[src/rtl/pipe_ctrl_sequencer_pkg.sv]
// Shared encodings and the decoded control bundle for the pipeline control sequencer.
package pipe_ctrl_sequencer_pkg;

   localparam int unsigned RA_W_DEFAULT = 5;

   localparam logic [1:0] RES_ALU = 2'b00;
   localparam logic [1:0] RES_MEM = 2'b01;
   localparam logic [1:0] RES_PC4 = 2'b10;
   localparam logic [1:0] RES_IMM = 2'b11;

   localparam logic [1:0] FWD_RF = 2'b00;
   localparam logic [1:0] FWD_W  = 2'b01;
   localparam logic [1:0] FWD_M  = 2'b10;

   typedef struct packed {
      logic       reg_write;
      logic [1:0] result_src;
      logic       mem_write;
      logic [2:0] alu_control;
      logic       alu_src;
      logic       jump;
      logic       jalr;
      logic       branch;
   } ctrl_t;

   localparam ctrl_t CTRL_NOP = '0;

endpackage

[src/rtl/pipe_ctrl_sequencer_if.sv]
// Decoder/datapath <-> control sequencer bundle. Perf counters present only with PIPE_PERF_EN.
interface pipe_ctrl_sequencer_if #(
   parameter int unsigned RA_W = 5
`ifdef PIPE_PERF_EN
   ,
   parameter int unsigned CNT_W = 32
`endif
);
   logic            RegWriteD;
   logic [1:0]      ResultSrcD;
   logic            MemWriteD;
   logic [2:0]      ALUControlD;
   logic            ALUSrcD;
   logic            JumpD;
   logic            JalrD;
   logic            BranchD;
   logic [RA_W-1:0] Rs1D;
   logic [RA_W-1:0] Rs2D;
   logic [RA_W-1:0] RdD;
   logic            ZeroE;

   logic            RegWriteE, RegWriteM, RegWriteW;
   logic [1:0]      ResultSrcE, ResultSrcM, ResultSrcW;
   logic            MemWriteE, MemWriteM;
   logic [2:0]      ALUControlE;
   logic            ALUSrcE;
   logic            JalrE;
   logic [RA_W-1:0] RdE, RdM, RdW;
   logic            PCSrcE;
   logic            StallF, StallD;
   logic            FlushD, FlushE;
   logic [1:0]      ForwardAE, ForwardBE;
`ifdef PIPE_PERF_EN
   logic [CNT_W-1:0] stall_cnt;
   logic [CNT_W-1:0] flush_cnt;
`endif

   modport master (
      output RegWriteD, ResultSrcD, MemWriteD, ALUControlD, ALUSrcD, JumpD, JalrD, BranchD,
      output Rs1D, Rs2D, RdD, ZeroE,
      input  RegWriteE, RegWriteM, RegWriteW, ResultSrcE, ResultSrcM, ResultSrcW,
      input  MemWriteE, MemWriteM, ALUControlE, ALUSrcE, JalrE, RdE, RdM, RdW,
      input  PCSrcE, StallF, StallD, FlushD, FlushE, ForwardAE, ForwardBE
`ifdef PIPE_PERF_EN
      ,
      input  stall_cnt, flush_cnt
`endif
   );

   modport slave (
      input  RegWriteD, ResultSrcD, MemWriteD, ALUControlD, ALUSrcD, JumpD, JalrD, BranchD,
      input  Rs1D, Rs2D, RdD, ZeroE,
      output RegWriteE, RegWriteM, RegWriteW, ResultSrcE, ResultSrcM, ResultSrcW,
      output MemWriteE, MemWriteM, ALUControlE, ALUSrcE, JalrE, RdE, RdM, RdW,
      output PCSrcE, StallF, StallD, FlushD, FlushE, ForwardAE, ForwardBE
`ifdef PIPE_PERF_EN
      ,
      output stall_cnt, flush_cnt
`endif
   );

endinterface

[src/rtl/pipe_ctrl_sequencer_hazard_detect.sv]
// Combinational load-use stall, E-stage redirect and ALU operand forwarding selects.
module pipe_ctrl_sequencer_hazard_detect
   import pipe_ctrl_sequencer_pkg::*;
#(
   parameter int unsigned RA_W = RA_W_DEFAULT
) (
   input  logic [1:0]      result_src_e,
   input  logic [RA_W-1:0] rd_e,
   input  logic [RA_W-1:0] rs1_d,
   input  logic [RA_W-1:0] rs2_d,
   input  logic            jump_e,
   input  logic            branch_e,
   input  logic            zero_e,
   input  logic [RA_W-1:0] rs1_e,
   input  logic [RA_W-1:0] rs2_e,
   input  logic            reg_write_m,
   input  logic [RA_W-1:0] rd_m,
   input  logic            reg_write_w,
   input  logic [RA_W-1:0] rd_w,
   output logic            lw_stall,
   output logic            pc_src,
   output logic [1:0]      forward_a,
   output logic [1:0]      forward_b
);

   logic m_live, w_live;

   assign lw_stall = (result_src_e == RES_MEM) && (rd_e != '0) &&
                     ((rd_e == rs1_d) || (rd_e == rs2_d));
   assign pc_src   = jump_e || (branch_e && zero_e);

   // x0 writes never count as producers.
   assign m_live = reg_write_m && (rd_m != '0);
   assign w_live = reg_write_w && (rd_w != '0);

   assign forward_a = (m_live && rd_m == rs1_e) ? FWD_M :
                      (w_live && rd_w == rs1_e) ? FWD_W : FWD_RF;
   assign forward_b = (m_live && rd_m == rs2_e) ? FWD_M :
                      (w_live && rd_w == rs2_e) ? FWD_W : FWD_RF;

endmodule

[src/rtl/pipe_ctrl_sequencer.sv]
// Carries decoded control through E/M/W and applies stall/flush/forwarding.
// Optional perf counters (stall_cnt, flush_cnt) are built when PIPE_PERF_EN is defined.
module pipe_ctrl_sequencer
   import pipe_ctrl_sequencer_pkg::*;
#(
   parameter int unsigned RA_W = RA_W_DEFAULT
`ifdef PIPE_PERF_EN
   ,
   parameter int unsigned CNT_W = 32
`endif
) (
   input logic                 clk,
   input logic                 rst,
   pipe_ctrl_sequencer_if.slave bus
);

   ctrl_t           ctrl_d, ctrl_e_q;
   logic [RA_W-1:0] rd_e_q, rs1_e_q, rs2_e_q;
   logic            reg_write_m_q, mem_write_m_q;
   logic [1:0]      result_src_m_q;
   logic [RA_W-1:0] rd_m_q;
   logic            reg_write_w_q;
   logic [1:0]      result_src_w_q;
   logic [RA_W-1:0] rd_w_q;
   logic            lw_stall, pc_src, flush_e;
   logic [1:0]      forward_a, forward_b;

   assign ctrl_d = '{reg_write:   bus.RegWriteD,
                     result_src:  bus.ResultSrcD,
                     mem_write:   bus.MemWriteD,
                     alu_control: bus.ALUControlD,
                     alu_src:     bus.ALUSrcD,
                     jump:        bus.JumpD,
                     jalr:        bus.JalrD,
                     branch:      bus.BranchD};

   assign flush_e = lw_stall || pc_src;

   // E takes a bubble on flush; M and W always advance.
   always_ff @(posedge clk) begin
      if (rst || flush_e) begin
         ctrl_e_q <= CTRL_NOP;
         rd_e_q   <= '0;
         rs1_e_q  <= '0;
         rs2_e_q  <= '0;
      end else begin
         ctrl_e_q <= ctrl_d;
         rd_e_q   <= bus.RdD;
         rs1_e_q  <= bus.Rs1D;
         rs2_e_q  <= bus.Rs2D;
      end
      if (rst) begin
         reg_write_m_q  <= 1'b0;
         mem_write_m_q  <= 1'b0;
         result_src_m_q <= RES_ALU;
         rd_m_q         <= '0;
         reg_write_w_q  <= 1'b0;
         result_src_w_q <= RES_ALU;
         rd_w_q         <= '0;
      end else begin
         reg_write_m_q  <= ctrl_e_q.reg_write;
         mem_write_m_q  <= ctrl_e_q.mem_write;
         result_src_m_q <= ctrl_e_q.result_src;
         rd_m_q         <= rd_e_q;
         reg_write_w_q  <= reg_write_m_q;
         result_src_w_q <= result_src_m_q;
         rd_w_q         <= rd_m_q;
      end
   end

   pipe_ctrl_sequencer_hazard_detect #(
      .RA_W (RA_W)
   ) u_hazard (
      .result_src_e (ctrl_e_q.result_src),
      .rd_e         (rd_e_q),
      .rs1_d        (bus.Rs1D),
      .rs2_d        (bus.Rs2D),
      .jump_e       (ctrl_e_q.jump),
      .branch_e     (ctrl_e_q.branch),
      .zero_e       (bus.ZeroE),
      .rs1_e        (rs1_e_q),
      .rs2_e        (rs2_e_q),
      .reg_write_m  (reg_write_m_q),
      .rd_m         (rd_m_q),
      .reg_write_w  (reg_write_w_q),
      .rd_w         (rd_w_q),
      .lw_stall     (lw_stall),
      .pc_src       (pc_src),
      .forward_a    (forward_a),
      .forward_b    (forward_b)
   );

   assign bus.RegWriteE   = ctrl_e_q.reg_write;
   assign bus.ResultSrcE  = ctrl_e_q.result_src;
   assign bus.MemWriteE   = ctrl_e_q.mem_write;
   assign bus.ALUControlE = ctrl_e_q.alu_control;
   assign bus.ALUSrcE     = ctrl_e_q.alu_src;
   assign bus.JalrE       = ctrl_e_q.jalr;
   assign bus.RdE         = rd_e_q;
   assign bus.RegWriteM   = reg_write_m_q;
   assign bus.ResultSrcM  = result_src_m_q;
   assign bus.MemWriteM   = mem_write_m_q;
   assign bus.RdM         = rd_m_q;
   assign bus.RegWriteW   = reg_write_w_q;
   assign bus.ResultSrcW  = result_src_w_q;
   assign bus.RdW         = rd_w_q;
   assign bus.PCSrcE      = pc_src;
   assign bus.StallF      = lw_stall;
   assign bus.StallD      = lw_stall;
   assign bus.FlushD      = pc_src;
   assign bus.FlushE      = flush_e;
   assign bus.ForwardAE   = forward_a;
   assign bus.ForwardBE   = forward_b;

`ifdef PIPE_PERF_EN
   logic [CNT_W-1:0] stall_cnt_q, flush_cnt_q;

   always_ff @(posedge clk) begin
      if (rst) begin
         stall_cnt_q <= '0;
         flush_cnt_q <= '0;
      end else begin
         if (lw_stall) stall_cnt_q <= stall_cnt_q + CNT_W'(1);
         if (pc_src)   flush_cnt_q <= flush_cnt_q + CNT_W'(1);
      end
   end

   assign bus.stall_cnt = stall_cnt_q;
   assign bus.flush_cnt = flush_cnt_q;
`endif

endmodule

[src/flat_wrapper.sv]
// flat-port wrapper written by rule: the top's interface ports become plain ports
module pipe_ctrl_sequencer_flat import pipe_ctrl_sequencer_pkg::*;
#(
   parameter int unsigned RA_W = RA_W_DEFAULT

)
  (clk, rst, bus_RegWriteD, bus_ResultSrcD, bus_MemWriteD, bus_ALUControlD, bus_ALUSrcD, bus_JumpD, bus_JalrD, bus_BranchD, bus_Rs1D, bus_Rs2D, bus_RdD, bus_ZeroE, bus_RegWriteE, bus_RegWriteM, bus_RegWriteW, bus_ResultSrcE, bus_ResultSrcM, bus_ResultSrcW, bus_MemWriteE, bus_MemWriteM, bus_ALUControlE, bus_ALUSrcE, bus_JalrE, bus_RdE, bus_RdM, bus_RdW, bus_PCSrcE, bus_StallF, bus_StallD, bus_FlushD, bus_FlushE, bus_ForwardAE, bus_ForwardBE);
  pipe_ctrl_sequencer_if #(.RA_W(RA_W)) bus_i ();
  input logic clk;
  input logic rst;
  input wire logic [$bits(bus_i.RegWriteD)-1:0] bus_RegWriteD;
  input wire logic [$bits(bus_i.ResultSrcD)-1:0] bus_ResultSrcD;
  input wire logic [$bits(bus_i.MemWriteD)-1:0] bus_MemWriteD;
  input wire logic [$bits(bus_i.ALUControlD)-1:0] bus_ALUControlD;
  input wire logic [$bits(bus_i.ALUSrcD)-1:0] bus_ALUSrcD;
  input wire logic [$bits(bus_i.JumpD)-1:0] bus_JumpD;
  input wire logic [$bits(bus_i.JalrD)-1:0] bus_JalrD;
  input wire logic [$bits(bus_i.BranchD)-1:0] bus_BranchD;
  input wire logic [$bits(bus_i.Rs1D)-1:0] bus_Rs1D;
  input wire logic [$bits(bus_i.Rs2D)-1:0] bus_Rs2D;
  input wire logic [$bits(bus_i.RdD)-1:0] bus_RdD;
  input wire logic [$bits(bus_i.ZeroE)-1:0] bus_ZeroE;
  output wire logic [$bits(bus_i.RegWriteE)-1:0] bus_RegWriteE;
  output wire logic [$bits(bus_i.RegWriteM)-1:0] bus_RegWriteM;
  output wire logic [$bits(bus_i.RegWriteW)-1:0] bus_RegWriteW;
  output wire logic [$bits(bus_i.ResultSrcE)-1:0] bus_ResultSrcE;
  output wire logic [$bits(bus_i.ResultSrcM)-1:0] bus_ResultSrcM;
  output wire logic [$bits(bus_i.ResultSrcW)-1:0] bus_ResultSrcW;
  output wire logic [$bits(bus_i.MemWriteE)-1:0] bus_MemWriteE;
  output wire logic [$bits(bus_i.MemWriteM)-1:0] bus_MemWriteM;
  output wire logic [$bits(bus_i.ALUControlE)-1:0] bus_ALUControlE;
  output wire logic [$bits(bus_i.ALUSrcE)-1:0] bus_ALUSrcE;
  output wire logic [$bits(bus_i.JalrE)-1:0] bus_JalrE;
  output wire logic [$bits(bus_i.RdE)-1:0] bus_RdE;
  output wire logic [$bits(bus_i.RdM)-1:0] bus_RdM;
  output wire logic [$bits(bus_i.RdW)-1:0] bus_RdW;
  output wire logic [$bits(bus_i.PCSrcE)-1:0] bus_PCSrcE;
  output wire logic [$bits(bus_i.StallF)-1:0] bus_StallF;
  output wire logic [$bits(bus_i.StallD)-1:0] bus_StallD;
  output wire logic [$bits(bus_i.FlushD)-1:0] bus_FlushD;
  output wire logic [$bits(bus_i.FlushE)-1:0] bus_FlushE;
  output wire logic [$bits(bus_i.ForwardAE)-1:0] bus_ForwardAE;
  output wire logic [$bits(bus_i.ForwardBE)-1:0] bus_ForwardBE;
  assign bus_i.RegWriteD = bus_RegWriteD;
  assign bus_i.ResultSrcD = bus_ResultSrcD;
  assign bus_i.MemWriteD = bus_MemWriteD;
  assign bus_i.ALUControlD = bus_ALUControlD;
  assign bus_i.ALUSrcD = bus_ALUSrcD;
  assign bus_i.JumpD = bus_JumpD;
  assign bus_i.JalrD = bus_JalrD;
  assign bus_i.BranchD = bus_BranchD;
  assign bus_i.Rs1D = bus_Rs1D;
  assign bus_i.Rs2D = bus_Rs2D;
  assign bus_i.RdD = bus_RdD;
  assign bus_i.ZeroE = bus_ZeroE;
  assign bus_RegWriteE = bus_i.RegWriteE;
  assign bus_RegWriteM = bus_i.RegWriteM;
  assign bus_RegWriteW = bus_i.RegWriteW;
  assign bus_ResultSrcE = bus_i.ResultSrcE;
  assign bus_ResultSrcM = bus_i.ResultSrcM;
  assign bus_ResultSrcW = bus_i.ResultSrcW;
  assign bus_MemWriteE = bus_i.MemWriteE;
  assign bus_MemWriteM = bus_i.MemWriteM;
  assign bus_ALUControlE = bus_i.ALUControlE;
  assign bus_ALUSrcE = bus_i.ALUSrcE;
  assign bus_JalrE = bus_i.JalrE;
  assign bus_RdE = bus_i.RdE;
  assign bus_RdM = bus_i.RdM;
  assign bus_RdW = bus_i.RdW;
  assign bus_PCSrcE = bus_i.PCSrcE;
  assign bus_StallF = bus_i.StallF;
  assign bus_StallD = bus_i.StallD;
  assign bus_FlushD = bus_i.FlushD;
  assign bus_FlushE = bus_i.FlushE;
  assign bus_ForwardAE = bus_i.ForwardAE;
  assign bus_ForwardBE = bus_i.ForwardBE;
  pipe_ctrl_sequencer #(.RA_W(RA_W)) u_core (.clk(clk), .rst(rst), .bus(bus_i));
endmodule
[config.mk]
export PLATFORM = sky130hd
export DESIGN_NAME = pipe_ctrl_sequencer_flat
export DESIGN_NICKNAME = d
export VERILOG_FILES = /design/src/rtl/pipe_ctrl_sequencer_pkg.sv /design/src/rtl/pipe_ctrl_sequencer_if.sv /design/src/rtl/pipe_ctrl_sequencer_hazard_detect.sv /design/src/rtl/pipe_ctrl_sequencer.sv /design/src/flat_wrapper.sv
export SDC_FILE = /design/constraint.sdc
export NUM_CORES = 1
export LEC_CHECK = 0
export BUFFER_PORTS_ARGS = -buffer_cell sky130_fd_sc_hd__buf_2
export CAP_MARGIN = 25
export CORE_UTILIZATION = 48
export CTS_CLUSTER_DIAMETER = 100
export CTS_CLUSTER_SIZE = 12
export DETAILED_ROUTE_END_ITERATION = 12
export MAX_ROUTING_LAYER = met4
export PLACE_DENSITY = 0.79
export SYNTH_ARGS = -nofsm -noshare
export SYNTH_HDL_FRONTEND = slang
export SYNTH_SLANG_ARGS = --single-unit
[constraint.sdc]
create_clock -name clk -period 1.9 [get_ports clk]
set_clock_uncertainty 0.1 [all_clocks]
set_input_delay 0.285 -clock clk [delete_from_list [all_inputs] [get_ports clk]]
set_output_delay 0.285 -clock clk [all_outputs]
set_load 0.01 [all_outputs]
==> metrics.md <==
| Metric | Value |
|---|---|
| Dpl ws | `0.0250 ns` |
| Drt pass-1 iters | `4` |
| Slew headroom | `59.7%` |
| Ys async rst share | `0%` |
| Worst skew pair latency | `0.30 ns` |
| Clock buffer depth | `2` |
| Critical Path End Type | `output pin` |
| I/O Pins | `69` |
| Top delay family on crit path | `simple AND/OR/NAND/NOR gates` |
| Fillers | `284` |
| Violated checks | `setup timing` |
| Hold Path Origin | `bus_RdD[2]` |
| Hold path depth | `3` |
| Layout Nets | `284` |
| EDFF count, synth | `0` |
| Multi-input gate area | `970 µm²` |
| Post-Synth Simple-Gate Area | `23.8%` |
| CP max FO | `2` |
| Die Width | `63.1 µm` |
| Post-DP HPWL | `2810 µm` |
| Synthesis Warnings | `0` |
| # H-tree levels | `2` |
| Synth Flop Type | `dfxtp_1` |
| Buffers added on ports | `68` |
| CP bufs+invs | `1` |
| Synthesized area | `0.00179 mm²` |
| Share of cells above drive strength 1 | `45.7%` |
| Row Count | `21` |
| FF-to-FF setup slack | `0.28 ns` |
| Grt total ovfl | `0` |
| DR WL/cell | `14.1 µm` |
| Register Area | `878 µm²` |
| Initial antenna violation count | `0` |
| Mean Syn Cell Area | `10.1 µm²` |
| Most frequent standard cell in the layout excluding fill and tap cells | `buf_2` |
| First-pass GRT wire length | `6840 µm` |
| Post-synthesis xor/xnor area fraction | `14.7%` |
| Gpl congestion | `0.796` |
| Pins Over Slew Limit | `0` |
| Worst IR drop on VDD | `0.000588 V` |
| RR Endpoint | `u_core.rs1_e_q[4]` |
| CTS tree | `built` |
| Max Clk Rate | `444 MHz` |
| Status | `complete, but fails checks` |
| Largest cells by area after synthesis | `dfxtp_1 (48%), nand3b_1 (11%), xnor2_1 (7.8%)` |
| Maxcap violations | `0` |
| Final period util | `119%` |
| DR DRC count | `0` |
| Core Area | `0.00347 mm²` |
| DR vias/cell | `5.07` |
| CP startpoint kind | `flip-flop` |
| Cell mode on critical path | `or4_4` |
| Final Hold Viols | `0` |
| Pleak | `1.15 nW` |
| Util after Layout | `71.1%` |
| CTS root buffer | `clkbuf_8` |
| Area of the die | `0.00398 mm²` |
| Worst Reg-to-Reg Cells | `5` |
| Fin worst setup slack | `-0.353 ns` |
| Clk slew on worst S/H paths | `0.08 ns` |
| Sequential element share of the synthesized area | `48.0%` |
| Crit path time final | `2.25 ns` |
| Total Routing Usage GR | `23.1%` |
| Via count | `1530` |
| Critical path class | `reg2out` |
| Top cell type by total area after synthesis | `dfxtp_1` |
| Initial Util | `51.7%` |
| Distinct cell type count after synthesis | `23` |
| # setup viols final | `7` |
| Synthesis-to-layout area growth | `37.6%` |
| Most frequent cells in the layout | `buf_2 (66), dfxtp_1 (35), nand3b_1 (26), a21oi_1 (26), nor2b_1 (17)` |
| Hold-fix buffers at CTS | `0` |
| Arrival @ worst endpoint | `1.87 ns` |
| Sink Count | `43` |
| Die height | `63.1 µm` |
| Largest family of logic cells by synthesized area | `simple AND/OR/NAND/NOR gates` |
| Multiplexer area fraction after synthesis | `0%` |
| CP required | `1.51 ns` |
| 1st-iter DRT viols | `46` |
| Largest stage delay, worst path | `0.54 ns` |
| Synth Area in Compound Gates | `9.42%` |
| HP Class | `in2reg` |
| Routed WL | `4250 µm` |
| Worst-path cell chain | `or4_4 > o21ai_2 > or4_4 > nor4_2 > buf_2` |
| Share of the synthesized area in the top cell type | `48.0%` |
| Worst slew pin tran | `0.605 ns` |
| Largest net degree at the start of global routing | `44` |
| Syn_nets | `207` |
| Syn Inst Count | `178` |
| RSZ-0062 raised after global routing | `yes` |
| Vias in the first global route | `1463` |
| PwrDens | `773 mW/mm²` |
| Seq cells post-synth | `43` |
| CP max-delay cell | `or4_4` |
| CTS Buf Count | `5` |
| Post-synthesis adder-cell area fraction | `0%` |
| ANT cells | `0` |
| Final ANT Viol Nets | `0` |
| Worst Hold Path EP | `u_core.bus.RdE[2]` |
| Crit Reg-Reg Startpoint | `u_core.bus.RdE[2]` |
-- worst max path at each step --
stage | from | cells past startpoint | end
6_report | u_core.bus.RdW[3] | 5 | bus_ForwardAE[0]
3_3_place_gp | u_core.bus.RdM[4] | 5 | bus_ForwardBE[0]
2_1_floorplan | u_core.bus.RdM[4] | 4 | bus_ForwardAE[0]
3_5_place_dp | u_core.bus.RdM[4] | 5 | bus_ForwardAE[0]
4_1_cts | u_core.bus.RdW[4] | 5 | bus_ForwardAE[0]
5_1_grt | u_core.bus.RdM[2] | 6 | bus_ForwardAE[0]
-- final cells by class --
cell class / count / area share [%]
clock buffer: 5 / 2.79
clock inverter: 3 / 0.963
inverter: 1 / 0.152
multi-input combinational: 122 / 39.3
timing repair buffer: 82 / 18.9
tap: 46 / 2.33
sequential: 43 / 35.6
-- what timing repair did --
action | 4_1_cts | 5_1_grt
pin swaps | 10 | 8
gates resized for setup | 16 | 18
buffers inserted | 4 | 0
gates cloned | 0 | 0
setup endpoints to repair | 7 | 7
-- cells in the mapped netlist, drive strengths merged, types with 2 or more instances --
master	instances
dfxtp	43
a21oi	27
nand3b	26
nor2b	17
xnor2	16
xor2	14
buf	6
clkbuf	6
or4	5
nand3	4
nor4	4
nand2	2
o21ai	2
-- routing by layer --
metal  routed length (µm)  up-vias  track usage (%)  part of all wire (%)
met5                    0        -                -                     0
met4                   65        0             8.43                   1.5
met3                  212        5             5.62                   5.0
met2                 2140       53             37.0                    50
met1                 1830      713             28.1                    43
li1                     -      759                -                     -
-- sequential cells by signal, indices dropped and copies added, names as in the netlist, 2 cells and up --
register and count:
u_core.bus.RdM 5, u_core.bus.RdW 5, u_core.bus.RdE 5, u_core.rs2_e_q 5, u_core.bus.ResultSrcW 2, u_core.rs1_e_q 5, u_core.bus.ResultSrcM 2, u_core.bus.ResultSrcE 2
u_core.bus.ALUControlE 3, u_core.ctrl_e_q 2
-- through the flow --
step | total power, mW | instance area (µm²) | setup TNS [ns] | hold WS [ns] | cells
floorplan | 1.18 | 1790 | 0 | 0.325 | 178
global placement | 1.29 | 2200 | 0 | 0.339 | 290
detailed placement | 1.30 | 2200 | 0 | 0.347 | 290
CTS | 1.90 | 2390 | -1.25 | 0.109 | 302
global route | 2.00 | 2470 | -1.68 | 0.105 | 302
finish | 1.91 | 2470 | -1.29 | 0.115 | 302
-- tightest hold or removal path: stages --
cell	delay, ns
buf_2	0.10
nand3b_1	0.06
a21oi_1	0.04
-- power breakdown --
group	total, mW	leakage (nW)	internal, mW	switching [mW]
combinational	0.331	0.755	0.159	0.172
clock	0.587	0.0408	0.263	0.325
sequential	0.989	0.358	0.948	0.0409
total	1.91	1.15	1.37	0.538
-- logic make-up after synthesis --
logic type	Yosys count
AOI/OAI and AO/OA	31
xor gates and xnor gates	30
buffers and inverters	13
DFF	43
and+or+nand+nor	61
Power figures use the tool's default switching activity.
